**src/rtl/ahb_master_to_slave_mux_pipe.sv**
```systemverilog
// AHB-Lite master-to-slave mux with a registered data-phase owner.
// Address/control follow Hmaster; write data follows the owner latched on Hready.
module ahb_master_to_slave_mux_pipe #(
  parameter int NUM_MASTERS = 4,
  parameter int DATA_WIDTH  = 32,
  parameter int ADDR_WIDTH  = 32,
  localparam int MASTER_W = (NUM_MASTERS > 1) ? $clog2(NUM_MASTERS) : 1,
  localparam int STRB_W   = DATA_WIDTH / 8
) (
  input  logic                                    Hclk,
  input  logic                                    Hreset,
  input  logic [MASTER_W-1:0]                     Hmaster,
  input  logic                                    Hgrant_valid,
  input  logic                                    Hready,
  input  logic [NUM_MASTERS-1:0][ADDR_WIDTH-1:0]  Haddr_M,
  input  logic [NUM_MASTERS-1:0][1:0]             Htrans_M,
  input  logic [NUM_MASTERS-1:0]                  Hwrite_M,
  input  logic [NUM_MASTERS-1:0][2:0]             Hsize_M,
  input  logic [NUM_MASTERS-1:0][2:0]             Hburst_M,
  input  logic [NUM_MASTERS-1:0][STRB_W-1:0]      Hstrob_M,
  input  logic [NUM_MASTERS-1:0][DATA_WIDTH-1:0]  Hwdata_M,
  output logic [ADDR_WIDTH-1:0]                   Haddr,
  output logic [1:0]                              Htrans,
  output logic                                    Hwrite,
  output logic [2:0]                              Hsize,
  output logic [2:0]                              Hburst,
  output logic [STRB_W-1:0]                       Hstrob,
  output logic [DATA_WIDTH-1:0]                   Hwdata,
  output logic [MASTER_W-1:0]                     Hmaster_data,
  output logic                                    Hdata_active,
  output logic                                    Hdata_write,
  output logic                                    Hhandover_err
);

  localparam logic [MASTER_W:0] NM = (MASTER_W+1)'(NUM_MASTERS);

  logic                addr_ok;
  logic                data_ok_r;
  logic [MASTER_W-1:0] prev_master;
  logic                prev_burst_open;
  logic                prev_seq;
  logic                handover;
  logic                burst_open;

  assign addr_ok = Hgrant_valid && ({1'b0, Hmaster} < NM);

  always_comb begin
    Haddr  = '0;
    Htrans = 2'b00;
    Hwrite = 1'b0;
    Hsize  = 3'b000;
    Hburst = 3'b000;
    for (int i = 0; i < NUM_MASTERS; i++) begin
      if (addr_ok && Hmaster == MASTER_W'(i)) begin
        Haddr  = Haddr_M[i];
        Htrans = Htrans_M[i];
        Hwrite = Hwrite_M[i];
        Hsize  = Hsize_M[i];
        Hburst = Hburst_M[i];
      end
    end
  end

  always_comb begin
    Hwdata = '0;
    Hstrob = '0;
    for (int i = 0; i < NUM_MASTERS; i++) begin
      if (data_ok_r && Hmaster_data == MASTER_W'(i)) begin
        Hwdata = Hwdata_M[i];
        Hstrob = Hstrob_M[i];
      end
    end
  end

  // The old owner still driving SEQ means its burst was cut short.
  always_comb begin
    prev_seq = 1'b0;
    for (int i = 0; i < NUM_MASTERS; i++) begin
      if (prev_master == MASTER_W'(i) && Htrans_M[i] == 2'b11)
        prev_seq = 1'b1;
    end
  end

  assign burst_open = Htrans[1] && (Hburst != 3'b000);
  assign handover   = prev_burst_open && addr_ok &&
                      (Hmaster != prev_master) && prev_seq;

  always_ff @(posedge Hclk) begin
    if (Hreset) begin
      Hmaster_data    <= '0;
      data_ok_r       <= 1'b0;
      Hdata_active    <= 1'b0;
      Hdata_write     <= 1'b0;
      prev_master     <= '0;
      prev_burst_open <= 1'b0;
      Hhandover_err   <= 1'b0;
    end else if (Hready) begin
      Hmaster_data    <= Hmaster;
      data_ok_r       <= addr_ok;
      Hdata_active    <= Htrans[1];
      Hdata_write     <= Htrans[1] && Hwrite;
      prev_master     <= Hmaster;
      prev_burst_open <= burst_open;
      if (handover)
        Hhandover_err <= 1'b1;
    end
  end

endmodule

```
**config.mk**
```make
export PLATFORM = sky130hd
export DESIGN_NAME = ahb_master_to_slave_mux_pipe
export DESIGN_NICKNAME = d
export VERILOG_FILES = /design/src/rtl/ahb_master_to_slave_mux_pipe.sv
export SDC_FILE = /design/constraint.sdc
export NUM_CORES = 1
export LEC_CHECK = 0
export ABC_AREA = 1
export BUFFER_PORTS_ARGS = -buffer_cell sky130_fd_sc_hd__buf_2
export CORE_AREA = 2 2 153 155
export CTS_BUF_LIST = sky130_fd_sc_hd__clkbuf_4 sky130_fd_sc_hd__clkbuf_8
export DETAILED_ROUTE_END_ITERATION = 8
export DIE_AREA = 0 0 155 157
export PLACE_DENSITY_LB_ADDON = 0.05
export RECOVER_POWER = 50
export SYNTH_ARGS = -nofsm -noshare
export SYNTH_HDL_FRONTEND = slang
export SYNTH_SLANG_ARGS = --single-unit
```
**constraint.sdc**
```tcl
create_clock -name Hclk -period 1.4 [get_ports Hclk]
set_clock_uncertainty 0.2 [all_clocks]
set_input_delay 0.07 -clock Hclk [delete_from_list [all_inputs] [get_ports Hclk]]
set_output_delay 0.07 -clock Hclk [all_outputs]
set_load 0.02 [all_outputs]
```
Word-level counts from Yosys, hierarchy flattened
Index checks and enable logic that the tools add are counted.
{ "totals": {"regBits": 7, "input_bits": 314} }
{ "classes": {"eq_ne": 11, "mux": 32, "reduce_logical": 21} }
{ "ops": {"columns": ["op", "count"], "rows": [
  ["32-bit two-way mux", 8],
  ["3-bit two-way mux", 8],
  ["1-bit logical AND", 17],
  ["2-bit equality test, second input constant", 8],
  ["4-bit two-way mux", 4],
  ["1-bit two-way mux", 8],
  ["2-bit two-way mux", 4],
  ["2-bit by 1-bit equality test with 1-bit output, second input constant", 2],
  ["2-bit zero test", 2],
  ["3-bit nonzero test", 1],
  ["2-bit inequality test", 1],
  ["2-bit AND reduction", 1]
]} }

Longest topological paths before layout
Gate-level depths: netlist of the first run.
{ "logic_depth": {"ltp_word": 8, "mapped_depth": 9, "depth_no_buf": 8} }

Worst setup path before layout of the first run
Ideal clock, no wire load.
{ "synth_timing": {"path_kind": "register -> output", "startpoint": "register, netlist name prev_master[0]", "endpoint": "output port Hstrob[0]", "arrival_time_ps": 1458, "required_ps": 1130, "slack_ps": -328, "stages_incl_launch_ff": 5, "path_buffers": 2, "path_cell_list": "dfxtp_1 > buf_4 > nand3_1 > buf_2 > o2111ai_1"} }
{ "synth_lines": {"columns": ["element", "line_no", "text"], "rows": [
  ["to (decl)", "27", "output logic [STRB_W-1:0] Hstrob,"]
]} }

==> metrics.txt, run 1 <==
status=complete, but fails checks; failing checks=setup timing; Setup CP Type=flip-flop to output port; total wire length=21100 um; Avg WL per Cell=17.5 um; period utilization=128%; Port Buf Inserts=395; Crit path largest cell delay=0.37 ns; syn nets=801; placed cell area=5730 um^2; die footprint=24300 um^2; Worst path slowest cell=dfxtp_4; first-pass GRT wire length=29500 um; CTS H-tree depth=1; Area contributors post-synth=nand2_1 (29%), o2111ai_1 (25%), inv_1 (13%); Yosys cell types=24; Post-Synth Adder-Cell Area=0%; most common cell after layout, fill and taps aside=buf_2; max_cap viols=0; HPWL Detailed=16000 um; setup TNS=-12.98 ns; Routed Antenna Nets=0; register bit total from synthesis=7; Post-Synth Simple-Gate Area=45.4%; Pwr Density=345 nW/um^2; post-route cell area=6980 um^2; clock latency on the worst-skew pair=0.22 ns; Compound-Gate Fraction of Synth Area=28.1%; vias in the first global route=5148; die width=155 um; Worst-path clk slew=0.04 ns; CP arrival=1.52 ns; Fin. Hold Viols=0; dominant cell type by area after synthesis=nand2_1; Leakage=3.54 nW; Layout Nets=1237; PnR worst setup slack=-0.393 ns; Final Non-Filler Cells=1210; min Tclk post-route=1.79 ns; Crit path required time=1.13 ns; CTS tree=yes; yosys warns=0; GRT Residual Overflow=0; row cnt=55; most frequent cells in the layout=buf_2 (321), nand2_1 (180), inv_1 (83); critical path capture point type=output port; Worst slew margin=78.8%; core footprint=22500 um^2; via count=5032; initial antenna violation count=3; # fillers=2556; crit-path cells=inv_4, nor3_4, buf_6, buf_16, nand2_1, o2111ai_1, buf_4; post-synthesis sequential area ratio=5.54%; mux contribution to synthesized area=0%; Critical Path Source Type=flip-flop; Area Growth Syn to Fin=176%; combinational family with the most area after synthesis=simple AND/OR/NAND/NOR gates; largest net degree at the start of global routing=34; fraction of layout cells with a size suffix above 1=62.6%; Synth Instances=487; Die Y=157 um; clock sinks=7; CP Max Fanout=5; Cells after DPL=1174; initial core utilization=11.2%; # IOs=396; pre-CTS setup slack=-0.195 ns; count of final setup violators=40; Hold Path Class=input pin to flip-flop; fmax=558 MHz; Avg Inst Size Synth=5.19 um^2; Post-Synth XOR/XNOR Area=0.346%; Synth top area share=29.2%; Final Wtd Congestion=0.792; VDD IR max=0.000558 V; CTS Buf Count=3; Cell Area, Synth=2530 um^2; Initial DRT Pass Iterations=4; DRC viols=0; Slew Limit Fails=0; clk root buf=clkbuf_8; number of vias per cell=4.16; GRT Resource Usage Total=15.5%; clk buf depth=2; unrepaired setup endpoints after global routing=yes; Detailed Route Iter0 Violations=148; Slew @ Worst Pin=0.318 ns
-- final timing paths --
kind                                       from               to  slack, ns  cells past startpoint
worst max register to register   prev_master[1]    Hhandover_err      -0.07                      8
worst min-delay path                Htrans_M[1]    Hhandover_err       0.08                      5
worst min register to register  prev_burst_open  prev_burst_open       0.26                      2
worst max-delay path             prev_master[1]        Hwdata[0]      -0.39                      7
-- report_power, final --
group,internal (W),total [W],switching (W)
Sequential,0.000209,0.000219,0.0000104
Clock,0.000216,0.000295,0.0000794
Combinational,0.000954,0.00189,0.000937
Total,0.00138,0.00241,0.00103
-- through the flow --
step                hold WS [ns]  power [W]  util [%]
floorplan                -0.0613   0.000950         -
global placement           0.148    0.00176      25.4
detailed placement         0.151    0.00175      25.4
CTS                       0.0750    0.00230      28.8
global route               0.105    0.00259      31.0
finish                    0.0774    0.00241      31.0
-- layout make-up --
type                    instances  area, um^2  share of cell area [%]
well taps                     285         357                    5.11
diodes                          3        7.51                   0.108
repair buffers                466        3270                    46.9
clock buffers                   4        48.8                   0.700
inverters                      88         338                    4.84
multi-input cells             357        2810                    40.2
flip-flops and latches          7         149                    2.13
-- layer usage --
| metal | GRT usage (%) | share of wire (%) |
|---|---|---|
| met3 | 3.33 | 6.3 |
| met1 | 17.1 | 38 |
| met4 | 1.68 | 0.83 |
| met5 | 0 | 0 |
| met2 | 31.2 | 55 |
-- critical path, delay by kind of cell, from the launching register on --
family                 cells  cell delay, ns
AOI/OAI and AO/OA          1            0.09
DFF                        1            0.37
and+or+nand+nor            2            0.26
buffers and inverters      4            0.57
-- kinds of logic (layout without fill, tap and decap cells) --
| kind of cell | after synthesis | count (layout) |
|---|---|---|
| and+or+nand+nor | 272 | 272 |
| buffers and inverters | 123 | 558 |
| xor gates and xnor gates | 1 | 1 |
| DFF | 7 | 7 |
| AOI/OAI and AO/OA | 84 | 84 |
| other | 0 | 3 |
-- cell usage after synthesis --
library cell,instances
nand2_1,197
inv_1,86
o2111ai_1,73
nand3_1,47
buf_2,21
nor2_1,12
nand4_1,9
buf_4,7
dfxtp_1,7
a21oi_1,6
clkbuf_1,5
a211oi_1,2
inv_2,2
nor2_2,2
nor3_4,2
a31oi_1,1
buf_1,1
buf_6,1
nand2_2,1
nand3_2,1
nor3_2,1
o2111ai_2,1
o21ai_0,1
xnor2_1,1
-- registers in the layout, summed over array words and instances, names as in the netlist --
register,cells
prev_master,2
Hdata_active,1
Hdata_write,1
Hhandover_err,1
data_ok_r,1
prev_burst_open,1
-- timing repair --
action | in CTS | in global routing
resized for setup | 126 | 81
hold buffers | 2 | 0
pin swaps | 3 | 6
buffers inserted | 12 | 1
setup endpoints to repair | 72 | 77
hold endpoints to repair | 7 | 0
gates cloned | 7 | 7
(Power assumes the default switching activity.)
==> inputs of run 2 (changes only) <==
--- a/config.mk
+++ b/config.mk
@@ -8,7 +8,7 @@
 export ABC_AREA = 1
 export BUFFER_PORTS_ARGS = -buffer_cell sky130_fd_sc_hd__buf_2
 export CORE_AREA = 2 2 153 155
-export CTS_BUF_LIST = sky130_fd_sc_hd__clkbuf_4 sky130_fd_sc_hd__clkbuf_8
+export CTS_BUF_LIST = sky130_fd_sc_hd__clkbuf_8 sky130_fd_sc_hd__clkbuf_16
 export DETAILED_ROUTE_END_ITERATION = 8
 export DIE_AREA = 0 0 155 157
 export PLACE_DENSITY_LB_ADDON = 0.05
==> constraint.sdc (replaced) <==
create_clock -name Hclk -period 1.9 [get_ports Hclk]
set_clock_uncertainty 0.2 [all_clocks]
set_input_delay 0.095 -clock Hclk [delete_from_list [all_inputs] [get_ports Hclk]]
set_output_delay 0.095 -clock Hclk [all_outputs]
set_load 0.02 [all_outputs]
==> run 2 against run 1 <==
The run now ends clean. Clock-buffer cell count fell by 1. Total power fell by 38%. Sequential share of layout area rose by 0.77 points.
==> metrics.txt, run 2 (synthesis results as in run 1) <==
Port Buf Inserts=395; initial core utilization=11.2%; Detailed Route Iter0 Violations=185; Die Y=157 um; register area=146 um^2; Final Non-Filler Cells=1160; max_cap viols=0; Worst slew margin=72.5%; Core Util, Final=22.4%; Slew @ Worst Pin=0.414 ns; number of flip-flops in the largest register=2; total wire length=18800 um; via count=4729; Worst-path clk slew=0.04 ns; Initial DRT Pass Iterations=4; CTS Buf Count=3; Final Wtd Congestion=0.772; Cells after DPL=1149; core footprint=22500 um^2; status=finished, final reports clean; GRT Resource Usage Total=13.9%; Layout Nets=1189; fmax=554 MHz; Avg WL per Cell=16.2 um; setup TNS=0 ns; # IOs=396; vias in the first global route=4731; first-pass GRT wire length=26400 um; initial antenna violation count=1; Setup CP Type=flip-flop to output port; Fin. Hold Viols=0; number of vias per cell=4.08; HPWL Detailed=15500 um; GRT Residual Overflow=0; # fillers=2663; Multi-input gate area=1870 um^2; clk root buf=clkbuf_16; clk buf depth=2; die width=155 um; Crit path required time=1.60 ns; largest net degree at the start of global routing=39; Hold Path Class=input pin to flip-flop; CP Max Fanout=18; most frequent cells in the layout=buf_2 (359), nand2_1 (197), inv_1 (86); Critical Path Source Type=flip-flop; Routed Antenna Nets=0; Area Growth Syn to Fin=99.6%; min Tclk post-route=1.81 ns; clock latency on the worst-skew pair=0.23 ns; Pwr Density=297 nW/um^2; most common cell after layout, fill and taps aside=buf_2; reg2reg setup slack=0.51 ns; clock sinks=7; VDD IR max=0.000210 V; Leakage=2.79 nW; PnR worst setup slack=0.0941 ns; hold_ws=0.000528 ns; pre-CTS setup slack=0.0604 ns; DRC viols=0; fraction of layout cells with a size suffix above 1=47.6%; CTS H-tree depth=1; row cnt=55; critical path capture point type=output port; period utilization=95.0%; largest reg by FF count=prev_master; count of final setup violators=0; Slew Limit Fails=0; die footprint=24300 um^2; CTS tree=yes; CP arrival=1.51 ns
## run 2: changes by cell type in the layout (fill, tap and decap cells not counted), moves of 9 or more
cell / change
nand2_1: +17
nand3_2: -26
nand2_4: -9
o2111ai_1: +50
o2111ai_2: -20
o2111ai_4: -30
buf_4: -38
buf_2: +38
buf_6: -50
nand3_1: +30
clkbuf_1: +12
## run 2: area by class of cell
type                    count  area share (%)
inverters                  88            6.54
clock buffers               3            1.49
well taps                 285            7.06
diodes                      1          0.0496
multi-input cells         357            37.1
repair buffers            418            44.8
clock inverters             1          0.0744
flip-flops and latches      7            2.90
## run 2: worst paths after layout
kind / startpoint / end / cells past startpoint
worst max register to register: prev_master[1] / Hhandover_err / 7
worst min register to register: prev_burst_open / prev_burst_open / 2
worst max-delay path: prev_master[1] / Hwdata[8] / 7
worst min-delay path: Hgrant_valid / data_ok_r / 3
## run 2: report_power, final
part           total [W]  switching, W  internal, W
clock network   0.000351     0.0000775     0.000274
logic           0.000981      0.000543     0.000438
registers       0.000165    0.00000996     0.000155
## run 2: what timing repair did
item | CTS | global route
pin swaps | 0 | 1
hold buffers | 2 | 0
endpoints found under the setup margin | 36 | 36
setup buffers | 0 | 2
cloned | 0 | 2
hold endpoints to repair | 7 | 0
gates resized for setup | 1 | 11
## run 2: metrics by stage
stage	area, um^2	power [W]
global route	5050	0.00162
finish	5050	0.00150
floorplan	2530	0.000599
global placement	4900	0.00118
detailed placement	4900	0.00116
CTS	5000	0.00152
## run 2: per-layer routing
metal	up-vias	GRT usage [%]	share of wire, %
met3	10	3.63	8.6
met1	2056	13.3	34
met5	-	0	0
li1	2432	-	-
met4	0	2.65	1.2
met2	231	29.5	56
## run 2: worst max-delay path: stages, from the launching register on
cell and delay [ns]:
dfxtp_2 0.36, inv_2 0.08, nor3_4 0.17, buf_4 0.14, buf_12 0.15, nand2_1 0.10
o2111ai_1 0.08, buf_2 0.20
==> inputs of run 3 (changes only) <==
--- a/config.mk
+++ b/config.mk
@@ -6,11 +6,11 @@
 export NUM_CORES = 1
 export LEC_CHECK = 0
 export ABC_AREA = 1
-export BUFFER_PORTS_ARGS = -buffer_cell sky130_fd_sc_hd__buf_2
-export CORE_AREA = 2 2 153 155
+export CORE_AREA = 2 2 154 156
 export CTS_BUF_LIST = sky130_fd_sc_hd__clkbuf_8 sky130_fd_sc_hd__clkbuf_16
 export DETAILED_ROUTE_END_ITERATION = 8
-export DIE_AREA = 0 0 155 157
+export DIE_AREA = 0 0 156 158
+export DONT_BUFFER_PORTS = 1
 export PLACE_DENSITY_LB_ADDON = 0.05
 export RECOVER_POWER = 50
 export SYNTH_ARGS = -nofsm -noshare
==> run 3 against run 2 <==
The flow now finishes with violations (hold timing). Sequential share of layout area up 1.0 points. Register-to-register slack worse by 0.16 ns. First-iteration DRC count up 31%. Total power down 19%. Design area down 27%. Wire length down 9.1%. Clock-buffer cell count unchanged. Non-clock buffer count down 317.
==> metrics.txt, run 3 (synthesis results as in run 1) <==
largest reg by FF count=prev_master; Crit path required time=1.60 ns; initial antenna violation count=1; largest net degree at the start of global routing=39; Fin. Hold Viols=1; die footprint=24600 um^2; CP Max Fanout=18; Slew Limit Fails=0; hold_ws=-0.0118 ns; core footprint=23100 um^2; number of vias per cell=4.53; VDD IR max=0.000300 V; Int Pwr=0.000673 W; sequential power share=13.6%; CP arrival=1.55 ns; post-route cell area=3680 um^2; Worst slew margin=48.9%; Port Buf Inserts=0; R2R depth=4; CTS Buf Count=3; Die Y=158 um; HPWL Detailed=13100 um; clock latency on the worst-skew pair=0.23 ns; Final Wtd Congestion=0.761; Slew @ Worst Pin=0.766 ns; fraction of layout cells with a size suffix above 1=15.3%; Layout Nets=872; most frequent cells in the layout=nand2_1 (197), inv_1 (86), o2111ai_1 (70); # fillers=2705; failing checks=hold timing; via count=3841; clock sinks=7; Routed Antenna Nets=0; DRC viols=0; reg2reg setup slack=0.35 ns; switching pwr=0.000535 W; Gate power share=57.5%; Area Growth Syn to Fin=45.6%; GRT Residual Overflow=0; unrepaired setup endpoints after global routing=no; fmax=542 MHz; Avg WL per Cell=20.1 um; Switching Share=44.3%; pre-CTS setup slack=0.202 ns; count of final setup violators=0; vias in the first global route=3904; Core Util, Final=16.0%; Multi-input gate area=1910 um^2; Critical Path End=Hwdata[5]; CP startpoint=prev_master[1]; Setup CP Type=flip-flop to output port; die width=156 um; Detailed Route Iter0 Violations=243; first-pass GRT wire length=21700 um; Hold Path Class=input pin to flip-flop; Leakage=1.54 nW; clk root buf=clkbuf_16; row cnt=56; most common cell after layout, fill and taps aside=nand2_1; PnR worst setup slack=0.0559 ns; initial core utilization=11.0%; CTS H-tree depth=1; Initial DRT Pass Iterations=4; setup TNS=0 ns; Hold Path Stages=4; total wire length=17100 um; FF-to-FF End=prev_master[0]; GRT Resource Usage Total=11.5%; number of flip-flops in the largest register=2; clk buf depth=2; period utilization=97.1%; status=complete, but fails checks; critical path capture point type=output port; Pwr Density=328 nW/um^2; Worst-path clk slew=0.04 ns; min Tclk post-route=1.84 ns; RR Startpoint=prev_master[0]; clock power share=28.9%; register area=145 um^2; Critical Path Source Type=flip-flop; CTS tree=yes; max_cap viols=0; placed cell area=3440 um^2; # IOs=396
==> run 3: changes by cell type in the layout (fill, tap and decap cells not counted), sizes merged <==
cell | previous run | this run
buf | 380 | 60
clkbuf | 39 | 38
dlygate4sd3 | 2 | 6
==> run 3: what timing repair did <==
item	4_1_cts	5_1_grt
buffers inserted	1	2
hold buffers	6	0
endpoints found under the hold margin	7	0
resized for setup	5	12
setup endpoints to repair	5	33
gates cloned	1	4
pin swaps	1	4
==> run 3: layout make-up <==
cell class	instances	area share, %
tap	290	9.85
sequential	7	3.94
clock inverter	1	0.102
timing repair buffer	101	23.1
multi-input combinational	357	51.9
inverter	88	8.97
clock buffer	3	2.04
antenna	1	0.0680
==> run 3: power groups by stage <==
| stage | clock, W | combinational (W) | sequential, W |
|---|---|---|---|
| global route | 0.000370 | 0.000751 | 0.000166 |
| detailed placement | 0 | 0.000702 | 0.000167 |
| global placement | 0 | 0.000703 | 0.000167 |
| floorplan | 0 | 0.000432 | 0.000167 |
| CTS | 0.000358 | 0.000754 | 0.000166 |
| finish | 0.000349 | 0.000694 | 0.000165 |
==> run 3: stage by stage <==
stage | total power [W] | instances
final | 0.00121 | 848
after global routing | 0.00129 | 848
after CTS | 0.00128 | 842
after detailed placement | 0.000869 | 830
after global placement | 0.000870 | 830
after floorplan | 0.000599 | 487
==> run 3: per-layer routing <==
| layer | wire (um) | GRT usage, % |
|---|---|---|
| met5 | 0 | 0 |
| met4 | 509 | 4.33 |
| met3 | 1570 | 2.76 |
| met2 | 9190 | 23.0 |
| met1 | 5810 | 11.5 |
==> run 3: critical path, cell delays in order, from the launching register on <==
cell       delay, ns
dfxtp_2         0.33
buf_4           0.16
nor2_4          0.16
buf_12          0.18
nand3_1         0.15
o2111ai_1       0.15
buf_4           0.17
==> run 3: worst min-delay path by stage <==
stage / start / endpoint / slack, ns
2_1_floorplan: Hreset / Hdata_write / -0.04
3_3_place_gp: Hreset / data_ok_r / -0.03
3_5_place_dp: Hreset / Hdata_write / -0.03
4_1_cts: Hready / Hhandover_err / 0.006
5_1_grt: Hready / Hhandover_err / 0.05
6_report: Htrans_M[7] / Hdata_write / -0.01
